### src/rtl/if_controller.sv
// ============================================================================
// Module   : if_controller
// Brief    : Instruction-fetch stage with RUN/HALT/FAULT control and IF/ID register.
// Revision : 1.0
// ============================================================================
`default_nettype none

module if_controller #(
  parameter int          SIZE_EXP2 = 10,
  parameter logic [31:0] RESET_PC  = 32'h00000000
) (
  input  logic                 system_clock,
  input  logic                 reset,
  input  logic                 stall,
  input  logic                 redirect,
  input  logic [31:0]          redirect_target,
  input  logic [31:0]          imem_data,
  output logic [SIZE_EXP2-1:0] imem_address,
  output logic [31:0]          pc,
  output logic                 if_valid,
  output logic [31:0]          if_instruction,
  output logic [31:0]          if_pc,
  output logic [31:0]          if_pc_plus4,
  output logic                 halted,
  output logic                 fault
);

  localparam logic [1:0]  c_RUN   = 2'd0;
  localparam logic [1:0]  c_HALT  = 2'd1;
  localparam logic [1:0]  c_FAULT = 2'd2;
  localparam logic [31:0] c_BREAK = 32'h0000000D;

  logic [1:0]  r_state;
  logic [31:0] r_pc;
  logic        r_valid;
  logic [31:0] r_instr;
  logic [31:0] r_if_pc;
  logic [31:0] r_if_pc4;
  logic [31:0] w_pc_plus4;
  logic        w_beyond;

  assign w_pc_plus4 = r_pc + 32'd4;

  // A memory spanning the full 32-bit space has no out-of-range addresses.
  generate
    if (SIZE_EXP2 < 30) begin : g_bound
      assign w_beyond = |r_pc[31:SIZE_EXP2+2];
    end else begin : g_nobound
      assign w_beyond = 1'b0;
    end
  endgenerate

  always_ff @(posedge system_clock) begin
    if (reset) begin
      r_state  <= c_RUN;
      r_pc     <= RESET_PC;
      r_valid  <= 1'b0;
      r_instr  <= 32'd0;
      r_if_pc  <= 32'd0;
      r_if_pc4 <= 32'd0;
    end else begin
      case (r_state)
        c_RUN: begin
          if (redirect) begin
            r_pc    <= redirect_target;
            r_valid <= 1'b0;
            if (redirect_target[1:0] != 2'b00) begin
              r_state <= c_FAULT;
            end
          end else if (!stall) begin
            if (w_beyond) begin
              r_valid <= 1'b0;
              r_state <= c_FAULT;
            end else begin
              r_instr  <= imem_data;
              r_if_pc  <= r_pc;
              r_if_pc4 <= w_pc_plus4;
              r_valid  <= 1'b1;
              r_pc     <= w_pc_plus4;
              if (imem_data == c_BREAK) begin
                r_state <= c_HALT;
              end
            end
          end
        end
        c_HALT, c_FAULT: begin
          r_valid <= 1'b0;
        end
        default: begin
          // Unreachable encoding is treated as a fault.
          r_valid <= 1'b0;
          r_state <= c_FAULT;
        end
      endcase
    end
  end

  assign imem_address   = r_pc[SIZE_EXP2+1:2];
  assign pc             = r_pc;
  assign if_valid       = r_valid;
  assign if_instruction = r_instr;
  assign if_pc          = r_if_pc;
  assign if_pc_plus4    = r_if_pc4;
  assign halted         = (r_state == c_HALT);
  assign fault          = (r_state == c_FAULT);

endmodule

`default_nettype wire

### config.mk
export PLATFORM = sky130hd
export DESIGN_NAME = if_controller
export DESIGN_NICKNAME = d
export VERILOG_FILES = /design/src/rtl/if_controller.sv
export SDC_FILE = /design/constraint.sdc
export NUM_CORES = 1
export LEC_CHECK = 0
export CORE_ASPECT_RATIO = 0.7
export CORE_MARGIN = 2
export CORE_UTILIZATION = 31
export DETAILED_ROUTE_END_ITERATION = 6
export HOLD_SLACK_MARGIN = 0.03
export SLEW_MARGIN = 30
export SYNTH_ARGS = -nofsm -noshare
export SYNTH_HDL_FRONTEND = slang
export SYNTH_SLANG_ARGS = --single-unit
export TNS_END_PERCENT = 100
### constraint.sdc
create_clock -name system_clock -period 2 [get_ports system_clock]
set_input_delay 0.2 -clock system_clock [delete_from_list [all_inputs] [get_ports system_clock]]
set_output_delay 0.2 -clock system_clock [all_outputs]
set_load 0.02 [all_outputs]
Word-level counts from Yosys, hierarchy flattened
Index checks and enable logic that the tools add are counted.
W data, S select, Z words.
{ "op_classes": {"add_sub_neg": 1, "eq_ne": 8, "muxes": 10, "bitwise_logic": 5, "n_reduce_logical": 8} }
{ "ops": {"columns": ["op", "count"], "rows": [
  ["$mux W32", 3],
  ["$add A32 B3 Y32 const B", 1],
  ["$eq A32 B4 Y1 const B", 1],
  ["$reduce_or A20 Y1", 1],
  ["$mux W2", 5],
  ["$reduce_and A4 Y1", 2],
  ["$ne A3 B3 Y1 const B", 2],
  ["$not A1 Y1", 5],
  ["$ne A4 B4 Y1 const B", 1],
  ["$pmux W2 S2", 1],
  ["$reduce_and A3 Y1", 1],
  ["$reduce_or A3 Y1", 1],
  ["$eq A2 B1 Y1 const B", 1],
  ["$eq A2 B2 Y1 const B", 1],
  ["$logic_not A2 Y1", 1],
  ["$ne A2 B1 Y1 const B", 1],
  ["$ne A2 B2 Y1 const B", 1],
  ["$reduce_bool A2 Y1", 1],
  ["$reduce_or A2 Y1", 1],
  ["$mux W1", 1]
]} }
{ "word_totals": {"ff_bits": 131, "output_inout_bits": 141, "elab_cells": 38} }

Longest topological paths before layout
Gate-level depths: netlist (run 1).
{ "depth": {"depth_word": 6, "depth_mapped": 8, "ltp_nobuf": 6} }

Least setup slack after synthesis (run 1)
OpenSTA, ideal clock, no wires.
{ "synth_timing": {"kind": "reg-to-reg", "from": "register r_pc[17], in the netlist pc[17]", "to": "register r_if_pc[16], in the netlist if_pc[16]", "arrival_time_ps": 1991, "path_slack_ps": -104, "path_stages_with_launch": 8, "path_buffers": 2, "path_cell_list": "dfxtp_1 > nor4_4 > nand3_2 > nor4_4 > nor2_4 > buf_6 > buf_8 > and2_4"} }
{ "synth_between": {"elab_chain_len": 3} }
{ "synth_lines": {"columns": ["item", "line", "text"], "rows": [
  ["start: declaration", "34", "logic [31:0] r_pc;"],
  ["start signal: assignment", "65", "r_pc <= redirect_target;"],
  ["start signal: assignment", "79", "r_pc <= w_pc_plus4;"],
  ["$reduce_or A20 Y1", "47", "assign w_beyond = |r_pc[31:SIZE_EXP2+2];"],
  ["$not A1 Y1 (no line)", null, null],
  ["$reduce_and A4 Y1 (no line)", null, null],
  ["end signal: assignment", "76", "r_if_pc <= r_pc;"],
  ["end: declaration", "37", "logic [31:0] r_if_pc;"]
]} }
Every way passes these cells.
A chain may end at the register's enable or synchronous reset.

Final worst setup path (run 1)
{ "layout_timing": {"from": "register r_pc[24], in the netlist pc[24]", "to": "register r_instr[25], in the netlist if_instruction[25]"} }
{ "layout_between": {"elab_chain_len": 3} }
{ "layout_lines": {"columns": ["item", "line", "text"], "rows": [
  ["$reduce_or A20 Y1", "47", null],
  ["$not A1 Y1 (no line)", null, null],
  ["$reduce_and A4 Y1 (no line)", null, null],
  ["end signal: assignment", "75", "r_instr <= imem_data;"],
  ["end: declaration", "36", "logic [31:0] r_instr;"]
]} }
Every way passes these cells.

==> results of run 1 <==
## state kept, by name, summed over array words and instances, names as in the netlist
register	flops
if_instruction	32
if_pc_plus4	30
if_valid	1
pc	32
if_pc	32
r_state	2
## logic make-up (layout without fill, tap and decap cells)
| group | count (synthesis) | after routing | share of synthesized area |
|---|---|---|---|
| and+or+nand+nor | 264 | 266 | 0.2598 |
| adders and majority gates | 4 | 4 | 0.009850 |
| AOI/OAI and AO/OA | 115 | 115 | 0.1369 |
| xor gates and xnor gates | 9 | 9 | 0.01551 |
| DFF | 129 | 129 | 0.5082 |
| muxes | 2 | 2 | 0.003940 |
| buffers and inverters | 58 | 295 | 0.06575 |
## what timing repair did
item / 4_1_cts / 5_1_grt
setup endpoints to repair: 94 / 118
hold endpoints to repair: 0 / 0
gates resized for setup: 1 / 64
pin swaps: 5 / 41
cloned: 3 / 7
buffers inserted: 3 / 3
## cell type report
| class | count | share of cell area |
|---|---|---|
| clock buffer | 18 | 0.05300 |
| clock inverter | 14 | 0.01796 |
| inverter | 4 | 0.001767 |
| multi-input combinational | 396 | 0.2761 |
| sequential | 129 | 0.3057 |
| tap | 225 | 0.03313 |
| timing repair buffer | 259 | 0.3124 |
## cell usage after synthesis (all sizes together) (2+ instances only)
| master | instances |
|---|---|
| dfxtp | 129 |
| nor2 | 24 |
| a21oi | 74 |
| clkbuf | 31 |
| nor4 | 16 |
| nand4 | 5 |
| a22oi | 3 |
| a211o | 2 |
| a211oi | 11 |
| xor2 | 2 |
| o21ai | 12 |
| o31ai | 5 |
| nand2b | 5 |
| o41ai | 2 |
| buf | 23 |
| xnor2 | 7 |
| nand3b | 2 |
| inv | 4 |
| mux2i | 2 |
| nand3 | 24 |
| and2 | 42 |
| nor3 | 4 |
| ha | 4 |
| and3 | 2 |
| nand2 | 135 |
## per-layer routing
layer	vias to the layer above	part of all wire
met4	0	0.017
li1	2416	-
met2	173	0.45
met3	19	0.070
met1	2336	0.47
met5	-	0
## through the flow
stage,power [uW],hold slack [ns]
3_5_place_dp,3690,0.4427
6_report,6909,0.1390
4_1_cts,6891,0.09775
3_3_place_gp,3675,0.4384
2_1_floorplan,3220,0.3405
5_1_grt,7178,0.1348
## path summary, 6_finish.rpt
kind,slack [ns],cells after the start,end,startpoint
max,0.02,9,if_instruction[25],pc[24]
min,0.14,2,if_instruction[14],reset
max reg2reg,0.02,9,if_instruction[25],pc[24]
min reg2reg,0.45,2,if_pc[3],if_pc[3]
## power by group
part / internal (uW) / switching, uW
sequential: 2640 / 63.9
clock: 1850 / 1310
combinational: 514 / 533
total: 5000 / 1910
==> run metrics, run 1 <==
core area=around 16000 um^2; M2 GR Usage=0.2947; Fin. Hold Viols=0; Die W=157.0 um; Slew HR=0.7267; crit end category=flop; Fin Clk Skew=around 0.014 ns; Root Driver=clkbuf_16; crit share post-route=0.9909; H-Tree Depth=4; via count=just under 5000; Synth Cell Area=between 5000 and 6000 um^2; DR WL/cell=16.67 um; status=completed; #FFs+latches synth=~130; maximum VDD drop=0.4368 mV; Crit path max-delay family=simple AND/OR/NAND/NOR gates; Finished Core Util=0.5246; type of the worst setup path=flop to flop; Buffers & Inverters on Critical Path=4; data arrival time of the critical path=approximately 2.3 ns; final setup margin=0.01820 ns; worst hold path type=input pin to flop; std cell rows=39; Buffers on Ports=208; power density of the placed cells=813.0 nW/um^2; placer congestion estimate=0.7972; # DRC=0; met3 Use GR=0.06138; initial antenna violation count=0; # IOs=209; static leakage=0.003037 uW; worst path required time=2.36 ns; Antenna diodes=0; GR peak layer=met2; non-filler cells, final=~1000; Final Net Count=879; hold_buf cts=0; largest fanout on the critical path=8; crit-path cells=nor4_4 -> nand3_2 -> buf_6 -> nor4_4 -> buf_6 -> buf_12 -> clkbuf_16 -> nand2_2 -> a21oi_2; post-route cell area=~8500 um^2; commonest cells after routing, fill and taps aside=206 x clkdlybuf4s50_1, 120 x nand2_1, 119 x dfxtp_1; area of the multi-input gates=2346 um^2; register area=2597 um^2; Via density=between 4 and 5; most common flop cell mapped by yosys=dfxtp_1; grt met1 use=0.2557; synth-to-layout area growth=67.25%; placed inst area=7466 um^2; syn avg cell area=8.745 um^2; max cap viols=0; HPWL after detailed placement=11.45 mm; Synth area leader=dfxtp_1; TritonCTS buffer count=17; Worst path slowest cell=dfxtp_4; Sink Count=129; top-area cell type share of the netlist area=0.5082; FFs w/ async S/R, synth=0; fin crit period=1.982 ns; global-route wire length before repair=26.15 mm; CTS tree=done; gr usage total=0.1920; Detailed Route Iter0 Violations=277; Netlist cell types=46; commonest non-fill, non-tap cell in the layout=clkdlybuf4s50_1; share of cells above drive strength 1=0.2012; Starting Density=0.3136; CP max stage delay=between 0.3 and 0.4 ns; clock latency on the worst-skew pair=0.42 ns; Final Max Slew Viols=0; largest net degree at the start of global routing=80; CP startpoint kind=flop; vias in the first global route=4798; Syn. warnings=0; Max Freq=0.5046 GHz; clk slew on worst S/H paths=0.07 ns; dpl cells=997; Setup-failing EPs final=0; die area=17450 um^2; GR Overflow Total=0; cells after synthesis=581; Clock Path Buffers=2; Worst Tran Pin Value=a little over 0.4 ns; top post-synthesis cells by area=dfxtp_1 51%, nand2_1 10%, a21oi_1 7.2%, and2_1 3.9%, clkbuf_1 2.3%; Seq/Total Area, Yosys=0.5082; DR pass1 iterations=5; setup TNS=0 ns; post-route ant nets=0; fillers=1454; Placement Setup Slack=-0.2109 ns; DRT Wirelength=17.42 mm; Die Ht=111.1 um; RSZ-0062 raised after global routing=true; Synthesized Nets=653; Post-synth EDFFs=0
Power figures use the tool's default switching activity.
==> inputs of run 2 (changes only) <==
CAP_MARGIN = 10   (was default)
REMOVE_ABC_BUFFERS = 1   (was default)
clock period = 1.85 ns   (was 2 ns; I/O delays follow)
==> run metrics, run 2 (synthesized netlist as in run 1, its figures left out) <==
status=complete, but fails checks; failing checks=negative setup slack; max cap viols=0; largest net degree at the start of global routing=54; Slew HR=0.5197; Sink Count=around 130; clock latency on the worst-skew pair=around 0.4 ns; largest fanout on the critical path=4; worst path required time=2.12 ns; crit end category=flop; Antenna diodes=0; core area=16200 um^2; clk slew on worst S/H paths=~0.060 ns; std cell rows=39; share of cells above drive strength 1=0.2835; fillers=1427; DRT Wirelength=about 19 mm; die area=about 17000 um^2; Buffers on Ports=208; synth-to-layout area growth=79.07%; Starting Density=0.3136; TritonCTS buffer count=17; Detailed Route Iter0 Violations=308; placed inst area=between 7000 and 8000 um^2; data arrival time of the critical path=about 2.3 ns; Die W=157.0 um; Worst Tran Pin Value=around 0.7 ns; via count=5176; vias in the first global route=between 5000 and 6000; hold_buf cts=0; placer congestion estimate=between 0.8 and 0.9; Fin. Hold Viols=0; Placement Setup Slack=-0.6124 ns; initial antenna violation count=0; RSZ-0062 raised after global routing=true; Die Ht=111.1 um; # IOs=209; final setup margin=-0.1753 ns; global-route wire length before repair=28.49 mm; post-route cell area=9099 um^2; gr usage total=0.2107; Via density=4.784; maximum VDD drop=between 0.5 and 0.6 mV; type of the worst setup path=flop to flop; HPWL after detailed placement=11.67 mm; CP startpoint kind=flop; Root Driver=clkbuf_16; worst hold path type=input pin to flop; Final Net Count=916; # DRC=0; GR Overflow Total=0; Fin Clk Skew=0.008908 ns; static leakage=0.003306 uW; commonest cells after routing, fill and taps aside=205 x clkdlybuf4s50_1, 122 x dfxtp_1, 105 x nand2_1; power density of the placed cells=849.8 nW/um^2; commonest non-fill, non-tap cell in the layout=clkdlybuf4s50_1; Clock Path Buffers=2; DR pass1 iterations=5; fin crit period=2.025 ns; Setup-failing EPs final=95; Final Max Slew Viols=0; post-route ant nets=0; Max Freq=between 0.4 and 0.5 GHz; CTS tree=done; H-Tree Depth=4; DR WL/cell=17.23 um; crit share post-route=1.095
## run 2: changes by cell type in the layout (fill, tap and decap cells not counted), moves of 5 or more
cell     previous run  this run
nand2_2            13        18
buf_4              35        56
and2_1             25        12
nand2_1           120       105
nand2_4             2        12
inv_6               7         2
a21oi_2            13        19
and2_4             17        30
buf_6               4        14
a21oi_1            61        55
## run 2: metrics by stage
stage	instances	util	TNS (ns)	power [uW]	hold WS, ns
finish	1082	0.5616	-9.385	7732	0.2863
global route	1082	0.5616	-18.82	8034	0.2762
CTS	1080	0.5463	-12.20	7738	0.2657
detailed placement	1023	0.4710	-25.02	4031	0.4434
global placement	1023	0.4710	-16.96	4014	0.4383
floorplan	527	-	-142.01	3382	0.2474
## run 2: worst max-delay path, cell delays in order (launching register included)
cell and delay, ns:
dfxtp_2 0.33, nor4_4 0.34, nand3_2 0.13, or4_4 0.60, bufbuf_16 0.30, nand2_1 0.10, a21oi_2 0.07
## run 2: timing repair
| item | 4_1_cts | 5_1_grt |
|---|---|---|
| gates resized for setup | 74 | 78 |
| cloned | 12 | 5 |
| pin swaps | 26 | 44 |
| setup buffers | 13 | 2 |
| endpoints found under the setup margin | 124 | 112 |
## run 2: layout make-up
| cell class | count | area [um^2] | share of cell area |
|---|---|---|---|
| Tap cell | 225 | 281.5 | 0.03094 |
| Inverter | 4 | 15.01 | 0.001650 |
| Clock inverter | 11 | 151.4 | 0.01664 |
| Timing Repair Buffer | 293 | 2999 | 0.3296 |
| Multi-Input combinational cell | 399 | 2580 | 0.2836 |
| Clock buffer | 21 | 480.5 | 0.05281 |
| Sequential cell | 129 | 2591 | 0.2848 |
## run 2: final timing paths
check / startpoint / end / slack, ns / cells after the start
max reg2reg: pc[24] / if_instruction[4] / -0.18 / 6
max: pc[24] / if_instruction[4] / -0.18 / 6
min: reset / if_pc[13] / 0.29 / 3
min reg2reg: if_instruction[13] / if_instruction[13] / 0.45 / 2
## run 2: routing by layer
metal  vias up  wire, um  GRT usage
met4         0       225    0.07879
met5         -         0          0
met2       208      8316     0.3254
li1       2490         -          -
met1      2457      8892     0.2845
met3        21      1204    0.05121
## run 2: power breakdown
part	switching (uW)	internal (uW)
clock	1280	2270
sequential	64.8	2860
combinational	631	631
total	1970	5760
==> inputs of run 3 (changes only) <==
GPL_ROUTABILITY_DRIVEN = 0   (was default)
==> results of run 3 <==
Same layout as run 2: the final DEF is identical, and so are final timing and power.
